$ cat src/rtl/mult_div_unit.sv
// mult_div_unit: iterative RISC-V M-extension unit, radix-2 shift-add multiply and restoring divide.
// Optional feature macro: MULDIV_EARLY_OUT_EN lets divide-by-zero and signed overflow skip the iteration.
module mult_div_unit #(
  parameter int parallelism = 32
) (
  input  logic                   clk,
  input  logic                   rst_n,
  input  logic [2:0]             opCode,
  input  logic                   valid,
  input  logic [parallelism-1:0] lOp,
  input  logic [parallelism-1:0] rOp,
  output logic [parallelism-1:0] result,
  output logic                   done,
  output logic                   divByZero,
  output logic                   divOverflow
);
  localparam int W = parallelism;
  localparam int CW = $clog2(W);
  typedef enum logic [1:0] {IDLE, CALC, FIN} state_t;
  state_t state, state_nx;
  logic [2:0] op;
  logic neg, dz, ov;
  logic [W-1:0] a, l_raw;
  logic [2*W-1:0] acc, acc_nx, prod;
  logic [CW-1:0] cnt;
  logic start, l_sgn, r_sgn, neg_l, neg_r, cap_dz, cap_ov, special;
  logic [W-1:0] l_mag, r_mag, quo, rem, fin_res;
  logic [W:0] msum, dshift, ddiff;
  // a new op is accepted only in IDLE and never in the cycle done is shown
  assign start = (state == IDLE) && valid && !done;
  assign l_sgn = (opCode == 3'b001) || (opCode == 3'b010) || (opCode == 3'b100) || (opCode == 3'b110);
  assign r_sgn = (opCode == 3'b001) || (opCode == 3'b100) || (opCode == 3'b110);
  assign neg_l = l_sgn && lOp[W-1];
  assign neg_r = r_sgn && rOp[W-1];
  assign l_mag = neg_l ? -lOp : lOp;
  assign r_mag = neg_r ? -rOp : rOp;
  assign cap_dz = opCode[2] && (rOp == '0);
  assign cap_ov = opCode[2] && !opCode[0] && (lOp == {1'b1, {(W-1){1'b0}}}) && (rOp == '1);
`ifdef MULDIV_EARLY_OUT_EN
  assign special = cap_dz || cap_ov;
`else
  assign special = 1'b0;
`endif
  // multiply step: add multiplicand into the high half when the low bit is set, then shift right
  assign msum = {1'b0, acc[2*W-1:W]} + (acc[0] ? {1'b0, a} : '0);
  // divide step: shift the next dividend bit into the remainder and try subtracting the divisor
  assign dshift = acc[2*W-1:W-1];
  assign ddiff = dshift - {1'b0, a};
  assign acc_nx = op[2] ? (ddiff[W] ? {dshift[W-1:0], acc[W-2:0], 1'b0} : {ddiff[W-1:0], acc[W-2:0], 1'b1})
                        : {msum, acc[W-1:1]};
  // sign fix and special-case override applied while in FIN
  assign prod = neg ? -acc : acc;
  assign quo = neg ? -acc[W-1:0] : acc[W-1:0];
  assign rem = neg ? -acc[2*W-1:W] : acc[2*W-1:W];
  assign fin_res = !op[2] ? ((op[1:0] == 2'b00) ? prod[W-1:0] : prod[2*W-1:W]) :
                   dz ? (op[1] ? l_raw : '1) :
                   ov ? (op[1] ? '0 : {1'b1, {(W-1){1'b0}}}) :
                   op[1] ? rem : quo;
  // state register
  always_ff @(posedge clk or negedge rst_n)
    if (!rst_n) state <= IDLE;
    else state <= state_nx;
  // next state: IDLE -> CALC (or FIN on early-out) -> FIN -> IDLE
  always_comb begin
    state_nx = state;
    if (state == IDLE) state_nx = start ? (special ? FIN : CALC) : IDLE;
    else if (state == CALC) state_nx = (cnt == '0) ? FIN : CALC;
    else state_nx = IDLE;
  end
  // operand capture, iteration and result/flag registers
  always_ff @(posedge clk or negedge rst_n)
    if (!rst_n) begin
      op <= '0;
      neg <= 1'b0;
      dz <= 1'b0;
      ov <= 1'b0;
      a <= '0;
      l_raw <= '0;
      acc <= '0;
      cnt <= '0;
      result <= '0;
      divByZero <= 1'b0;
      divOverflow <= 1'b0;
    end else if (start) begin
      op <= opCode;
      neg <= (opCode[2] && opCode[1]) ? neg_l : (neg_l ^ neg_r);
      dz <= cap_dz;
      ov <= cap_ov;
      a <= opCode[2] ? r_mag : l_mag;
      l_raw <= lOp;
      acc <= {{W{1'b0}}, opCode[2] ? l_mag : r_mag};
      cnt <= CW'(W - 1);
      divByZero <= 1'b0;
      divOverflow <= 1'b0;
    end else if (state == CALC) begin
      acc <= acc_nx;
      cnt <= cnt - CW'(1);
    end else if (state == FIN) begin
      result <= fin_res;
      divByZero <= dz;
      divOverflow <= ov;
    end
  // done is a one-cycle pulse following the FIN cycle
  always_ff @(posedge clk or negedge rst_n)
    if (!rst_n) done <= 1'b0;
    else done <= (state == FIN);
endmodule

$ cat config.mk
export PLATFORM = sky130hd
export DESIGN_NAME = mult_div_unit
export DESIGN_NICKNAME = d
export VERILOG_FILES = /design/src/rtl/mult_div_unit.sv
export SDC_FILE = /design/constraint.sdc
export NUM_CORES = 1
export LEC_CHECK = 0
export ABC_AREA = 1
export CORE_MARGIN = 4
export CORE_UTILIZATION = 32
export CTS_CLUSTER_SIZE = 10
export DETAILED_ROUTE_END_ITERATION = 8
export SLEW_MARGIN = 20
export SYNTH_ARGS = -nofsm -noshare
export SYNTH_HDL_FRONTEND = slang
export SYNTH_SLANG_ARGS = --single-unit
$ cat constraint.sdc
create_clock -name clk -period 3.8 [get_ports clk]
set_clock_uncertainty 0.2 [all_clocks]
set_input_delay 0.38 -clock clk [delete_from_list [all_inputs] [get_ports clk]]
set_output_delay 0.38 -clock clk [all_outputs]
set_load 0.01 [all_outputs]
==> reports/qor.yml, run 1 <==
detailed_routing:
  routed_wl_microns: 87800
  dr.pass1.iters: 6
  ant_nets: 0
  viasPerCell: 5.45
  avgRoutedWirePerCell_microns: 21.1
  first_iter_violations: 3101
  drcViolationCount: 0
  vias: 22676
sta:
  finalCritPeriodShare_pct: 87.7
  rsz0062_at_grt: "false"
  fmaxAchievable_mhz: 300
  worst_slew_pin_slew_ns: 0.902
  timing.slew.headroom_pct: 39.7
  setup_viol: 0
  drv_slew: 0
  layout_min_cycle_time_ns: 3.33
  setup-tns-final_ns: 0
  fin_hold_ws_ns: 0.280
  hold_viol_final: 0
  postLayoutSetupSlackWorst_ns: 0.468
synth:
  synth_cell_type_count: 49
  synth_top_family_by_area: "simple AND/OR/NAND/NOR gates"
  synth-adder-area-share_pct: 4.88
  synth_seq_cells: 176
  avgSynthCellArea_sq_um: 5.76
  syn-num-nets: 3447
  synth_compound_area_share_pct: 13.3
  syn-cell-area_sq_um: 19000
  synth_xor_area_share_pct: 3.68
  synth_ff_type: "dfrtp_1"
  seq_area_frac_synth_pct: 23.1
  synth_edf_count: 0
  synth_mux_area_share_pct: 0
  netlist_instances: 3304
  synth_simple_gate_area_share_pct: 43.8
  yosys_warnings: 0
  synthArstFlopShare_pct: 100
global_routing:
  grtUsageTotal_pct: 26.9
  overflow: 0
  grt_pass1_wl_microns: 130000
  grt_max_degree: 101
  globalRouteMet1Util_pct: 38.4
  grt_pass1_vias: 20448
  grt.busiest_layer: "met2"
  grt_antenna_before_repair: 0
  met3_usage_pct: 4.64
  use_met2_pct: 40.6
clocking:
  clkSlewWorstSetupHoldPaths_ns: 0.08
  cts_setup_buffers: 0
  cts-root-buf: "clkbuf_16"
  cts_buffers: 17
  clk_path_buf_depth: 2
  clk-insertion-delay-late_ns: 0.50
  cts.htree.levels: 4
  tritoncts: "built"
  clkSinkCount: 176
worst_setup_path:
  crit_type: "reg2reg"
  start_kind: "register"
  cp-end-kind: "register"
  worst_path_largest_cell_delay_ns: 0.71
  r2r_slack_ns: 0.47
  reg2reg_from: "acc[0]"
  r2r-end: "acc[53]"
  slowest_stage: "dfrtp_1"
  cp_cell_sequence: "nand2_1 -> inv_1 -> ha_1 -> inv_1 -> fa_1 -> inv_1 -> nand3_1 -> nand2_1 -> nand2_1 -> nand2_1 -> nand3_1 -> nand2_1 -> nand3_1 -> nand3_1 -> nand3_1 -> nand3_1 -> nand2_1"
  cp_max_fo: 15
  crit_required_ns: 3.99
  rr_worst_depth: 17
  cp_data_arrival_time_ns: 3.52
floorplan:
  die_height_microns: 252
  pin_count: 105
  fp.dieW_microns: 252
  dieArea_sq_um: 63500
  start_util_pct: 32.3
  coreArea_sq_um: 58900
  num_rows: 89
finish:
  most-common-layout-cells: "nand2_1, inv_1, nand3_1"
  fill_cells: 6580
  fin_area_sq_um: 21700
  layout-drive-gt1-share_pct: 4.46
  syn2layout_area_growth_pct: 13.9
  nets: 3516
  layout_commonest_cell: "nand2_1"
placed_design:
  place_hpwl_microns: 70800
  place_area_sq_um: 21100
  dp_slack_ns: 0.600
  portBuffers: 104
  gp_congestion: 1.02
flow_run:
  maxCapViolations: 0
hold_path:
  hold_end: "result[24]"
  hold_depth: 2
  hp-start: "result[24]"
  hold_class: "reg2reg"
run_status:
  status: "completed"
power_and_ir_drop:
  p_leak_nw: 10.9
  p_per_area_nw_per_um2: 940
  peakVddDrop_uv: 394
-- worst max path at each step --
stage,to,start,cells past startpoint,slack [ns]
after floorplan,acc[61],acc[0],21,1.09
after global placement,acc[62],acc[32],16,0.60
after detailed placement,acc[53],acc[0],17,0.60
after CTS,acc[53],acc[0],17,0.59
after global routing,acc[61],acc[0],19,0.27
final,acc[53],acc[0],17,0.47
-- repair_timing --
| action | in CTS | in global routing |
|---|---|---|
| hold buffers | 1 | 0 |
| hold endpoints to repair | 83 | 0 |
| resized for setup | 0 | 0 |
-- metrics by stage --
stage	cells	total power [mW]	util (%)
floorplan	3304	13.1	-
global placement	4126	18.0	35.7
detailed placement	4126	18.0	35.7
CTS	4158	19.9	36.8
global route	4158	22.0	36.8
finish	4160	20.4	36.8
-- cell usage after synthesis (2+ instances only) --
master / number / area share [%]
nand2_1: 1112 / 22
o21a_1: 3 / 0.12
inv_1: 415 / 8.2
buf_2: 27 / 0.71
nor2_1: 337 / 6.6
ha_1: 71 / 4.7
o21ai_0: 219 / 5.8
nand2_2: 13 / 0.43
or2_2: 5 / 0.16
o22ai_1: 6 / 0.20
nand3b_1: 23 / 0.91
nor4_1: 8 / 0.26
a21oi_2: 2 / 0.092
buf_6: 9 / 0.53
nand2_4: 3 / 0.18
nor3_1: 23 / 0.60
buf_1: 10 / 0.20
xor2_1: 59 / 2.7
clkinv_1: 5 / 0.099
or2_0: 3 / 0.099
clkbuf_1: 67 / 1.3
nor3_2: 2 / 0.11
o211ai_1: 34 / 1.3
fa_1: 2 / 0.21
nand3_1: 365 / 9.6
a21oi_1: 126 / 3.3
a21o_1: 5 / 0.20
a22oi_1: 15 / 0.59
nor2_4: 2 / 0.12
nor2_2: 15 / 0.49
o221ai_1: 9 / 0.41
inv_2: 8 / 0.16
xnor2_1: 21 / 0.97
o21bai_1: 9 / 0.35
dfrtp_1: 176 / 23
and2_1: 2 / 0.066
o2111ai_1: 4 / 0.18
o21ai_1: 12 / 0.32
nand4_1: 58 / 1.9
a31oi_1: 7 / 0.23
and3_1: 4 / 0.13
-- critical path, delay by kind of cell (launching register included) --
kind / cells / cell delay (ns)
simple gates: 12 / 1.40
flops: 1 / 0.71
fa+ha+maj: 2 / 0.61
buf+inv: 3 / 0.31
-- cell type report --
class / count / area (sq um) / share of cell area [%]
Multi-Input combinational cell: 2585 / 12500 / 57.7
Sequential cell: 176 / 4410 / 20.3
Inverter: 428 / 1610 / 7.41
Timing Repair Buffer: 165 / 1570 / 7.22
Tap cell: 773 / 967 / 4.46
Clock buffer: 17 / 425 / 1.96
Clock inverter: 14 / 189 / 0.871
Antenna cell: 2 / 5.00 / 0.0231
-- sequential cells by signal, summed over array words and instances, names as in the netlist --
register     cells
a               32
state            2
ov               1
result          32
op               3
neg              1
divByZero        1
done             1
cnt              5
acc             64
dz               1
divOverflow      1
l_raw           32
-- layer usage --
metal	routed length (microns)	part of all wire, %	vias up
met5	0	0	-
met4	4040	4.6	0
met3	8650	9.9	177
met2	37200	42	1214
met1	37900	43	10496
li1	-	-	10789
-- report_power, final --
| group | internal, mW | total (mW) | switching, mW | leakage, nW |
|---|---|---|---|---|
| clock | 0.947 | 1.91 | 0.958 | 0.298 |
| sequential | 2.58 | 3.75 | 1.17 | 2.11 |
| combinational | 4.55 | 14.7 | 10.2 | 8.53 |
-- kinds of logic (layout without fill, tap and decap cells) --
kind of cell	count (synthesis)	count (layout)
AO/OA/AOI/OAI	455	455
XOR/XNOR	80	80
adder cells (fa/ha/maj)	73	73
buffers and inverters	543	624
flip-flops	176	176
other	0	2
AND/OR/NAND/NOR	1977	1977
Note: power is estimated with default switching activity, not from simulation.
==> run 2: changes to the inputs <==
--- a/config.mk
+++ b/config.mk
@@ -6,7 +6,6 @@
 export NUM_CORES = 1
 export LEC_CHECK = 0
 export ABC_AREA = 1
-export CORE_MARGIN = 4
 export CORE_UTILIZATION = 32
 export CTS_CLUSTER_SIZE = 10
 export DETAILED_ROUTE_END_ITERATION = 8
==> reports/qor.yml, run 2 (synthesis results as in run 1) <==
run_status:
  status: "completed"
global_routing:
  grt_pass1_wl_microns: 132000
  grt_antenna_before_repair: 1
  grt_max_degree: 88
  grtUsageTotal_pct: 29.5
  grt_pass1_vias: 20681
  overflow: 0
worst_setup_path:
  crit_required_ns: 4.04
  cp_top_family: "simple AND/OR/NAND/NOR gates"
  slowest_stage: "dfrtp_1"
  cp_max_fo: 32
  start_kind: "register"
  worst_path_largest_cell_delay_ns: 0.46
  cp-end-kind: "register"
  cp_cell_sequence: "inv_1 -> ha_1 -> fa_1 -> inv_1 -> nand2_1 -> nand2_1 -> nand3_1 -> nand2_2 -> nand2_2 -> nand2_2 -> nand2_2 -> nand2_2 -> nand2_2 -> nand2_4 -> nand3_1 -> nand3_1 -> nand2_1 -> nand2_1"
  cp_data_arrival_time_ns: 3.51
  cp.buffers_inverters: 2
  cpMostUsedCell: "nand2_2"
  crit_type: "reg2reg"
clocking:
  clk-insertion-delay-late_ns: 0.51
  clk_path_buf_depth: 2
  tritoncts: "built"
  clkSinkCount: 176
  cts.repair.resized: 0
  cts_buffers: 17
  cts-root-buf: "clkbuf_16"
  cts_setup_buffers: 0
  clkSlewWorstSetupHoldPaths_ns: 0.08
  cts_hold_buf: 1
  cts.htree.levels: 4
detailed_routing:
  drcViolationCount: 0
  viasPerCell: 5.44
  vias: 22715
  first_iter_violations: 2929
  dr.pass1.iters: 9
  avgRoutedWirePerCell_microns: 21.4
  ant_nets: 0
  routed_wl_microns: 89200
placed_design:
  gp_congestion: 1.03
  portBuffers: 104
  place_hpwl_microns: 72700
sta:
  layout_min_cycle_time_ns: 3.27
  rsz0062_at_grt: "false"
  worst_slew_pin_slew_ns: 0.957
  timing.slew.headroom_pct: 35.8
  fin_hold_ws_ns: 0.262
  drv_slew: 0
  setup_viol: 0
  setup-tns-final_ns: 0
  fmaxAchievable_mhz: 306
  hold_viol_final: 0
  finalCritPeriodShare_pct: 86.0
floorplan:
  die_height_microns: 246
  coreArea_sq_um: 58900
  fp.dieW_microns: 246
  num_rows: 89
  pin_count: 105
  dieArea_sq_um: 60500
  start_util_pct: 32.3
finish:
  fin_util_pct: 36.8
  layout-drive-gt1-share_pct: 4.85
  layout_commonest_cell: "nand2_1"
  regMostFlops: "acc"
  diodes: 0
  nets: 3529
  largest_reg_flops: 64
  most-common-layout-cells: "nand2_1, inv_1, nand3_1"
  syn2layout_area_growth_pct: 14.0
flow_run:
  maxCapViolations: 0
power_and_ir_drop:
  p_per_area_nw_per_um2: 948
  p_leak_nw: 11.0
  peakVddDrop_uv: 461
hold_path:
  hold_class: "in2async"
[run 2: cell count changes in the layout (fill, tap and decap cells not counted), moves of 2 or more]
cell and change:
inv_6 -2, clkinv_2 +2, buf_12 -4, diode_2 -2, inv_8 +3, clkinv_8 -2
buf_4 +17
[run 2: power breakdown]
part	leakage, nW	switching (mW)	total [mW]	internal [mW]
Clock	0.292	0.948	1.83	0.879
Sequential	2.11	1.12	3.70	2.58
Combinational	8.57	10.4	15.0	4.60
Total	11.0	12.5	20.6	8.06
[run 2: path summary, 6_finish.rpt]
kind | end | startpoint | slack [ns] | cells after the start
setup reg to reg | acc[59] | acc[31] | 0.53 | 18
min in group clk | l_raw[18] | l_raw[18] | 0.29 | 2
hold / removal | cnt[2] | rst_n | 0.26 | 2
hold reg to reg | l_raw[18] | l_raw[18] | 0.29 | 2
max in group asynchronous | acc[6] | rst_n | 2.06 | 3
setup / recovery | acc[59] | acc[31] | 0.53 | 18
[run 2: per-stage QoR]
step                total power, mW  instances  cell area, sq um  worst slack [ns]
floorplan                      13.1       3304             19000              1.09
global placement               18.3       4139             21100             0.633
detailed placement             18.2       4139             21100             0.591
CTS                            20.1       4172             21700             0.551
global route                   22.1       4172             21700             0.300
finish                         20.6       4172             21700             0.532
[run 2: worst reg2reg max path: stages (launching register included)]
cell     delay, ns
dfrtp_1       0.46
inv_1         0.14
ha_1          0.24
fa_1          0.44
inv_1         0.14
nand2_1       0.07
nand2_1       0.10
nand3_1       0.09
nand2_2       0.13
nand2_2       0.06
nand2_2       0.08
nand2_2       0.07
nand2_2       0.08
nand2_2       0.07
nand2_4       0.31
nand3_1       0.27
nand3_1       0.13
nand2_1       0.07
nand2_1       0.06
[run 2: metal layers]
| layer | track usage [%] | vias up | share of wire, % |
|---|---|---|---|
| met1 | 40.1 | 10412 | 43 |
| li1 | - | 10822 | - |
| met5 | 0 | - | 0.020 |
| met4 | 14.3 | 2 | 5.0 |
| met3 | 6.34 | 226 | 10 |
| met2 | 43.9 | 1253 | 42 |
[run 2: final cells by class]
class | count | area [sq um]
fill | 6600 | 37200
clock inverter | 15 | 161
clock buffer | 17 | 425
inverter | 428 | 1610
multi-input combinational | 2585 | 12500
timing repair buffer | 178 | 1620
sequential | 176 | 4410
tap | 773 | 967
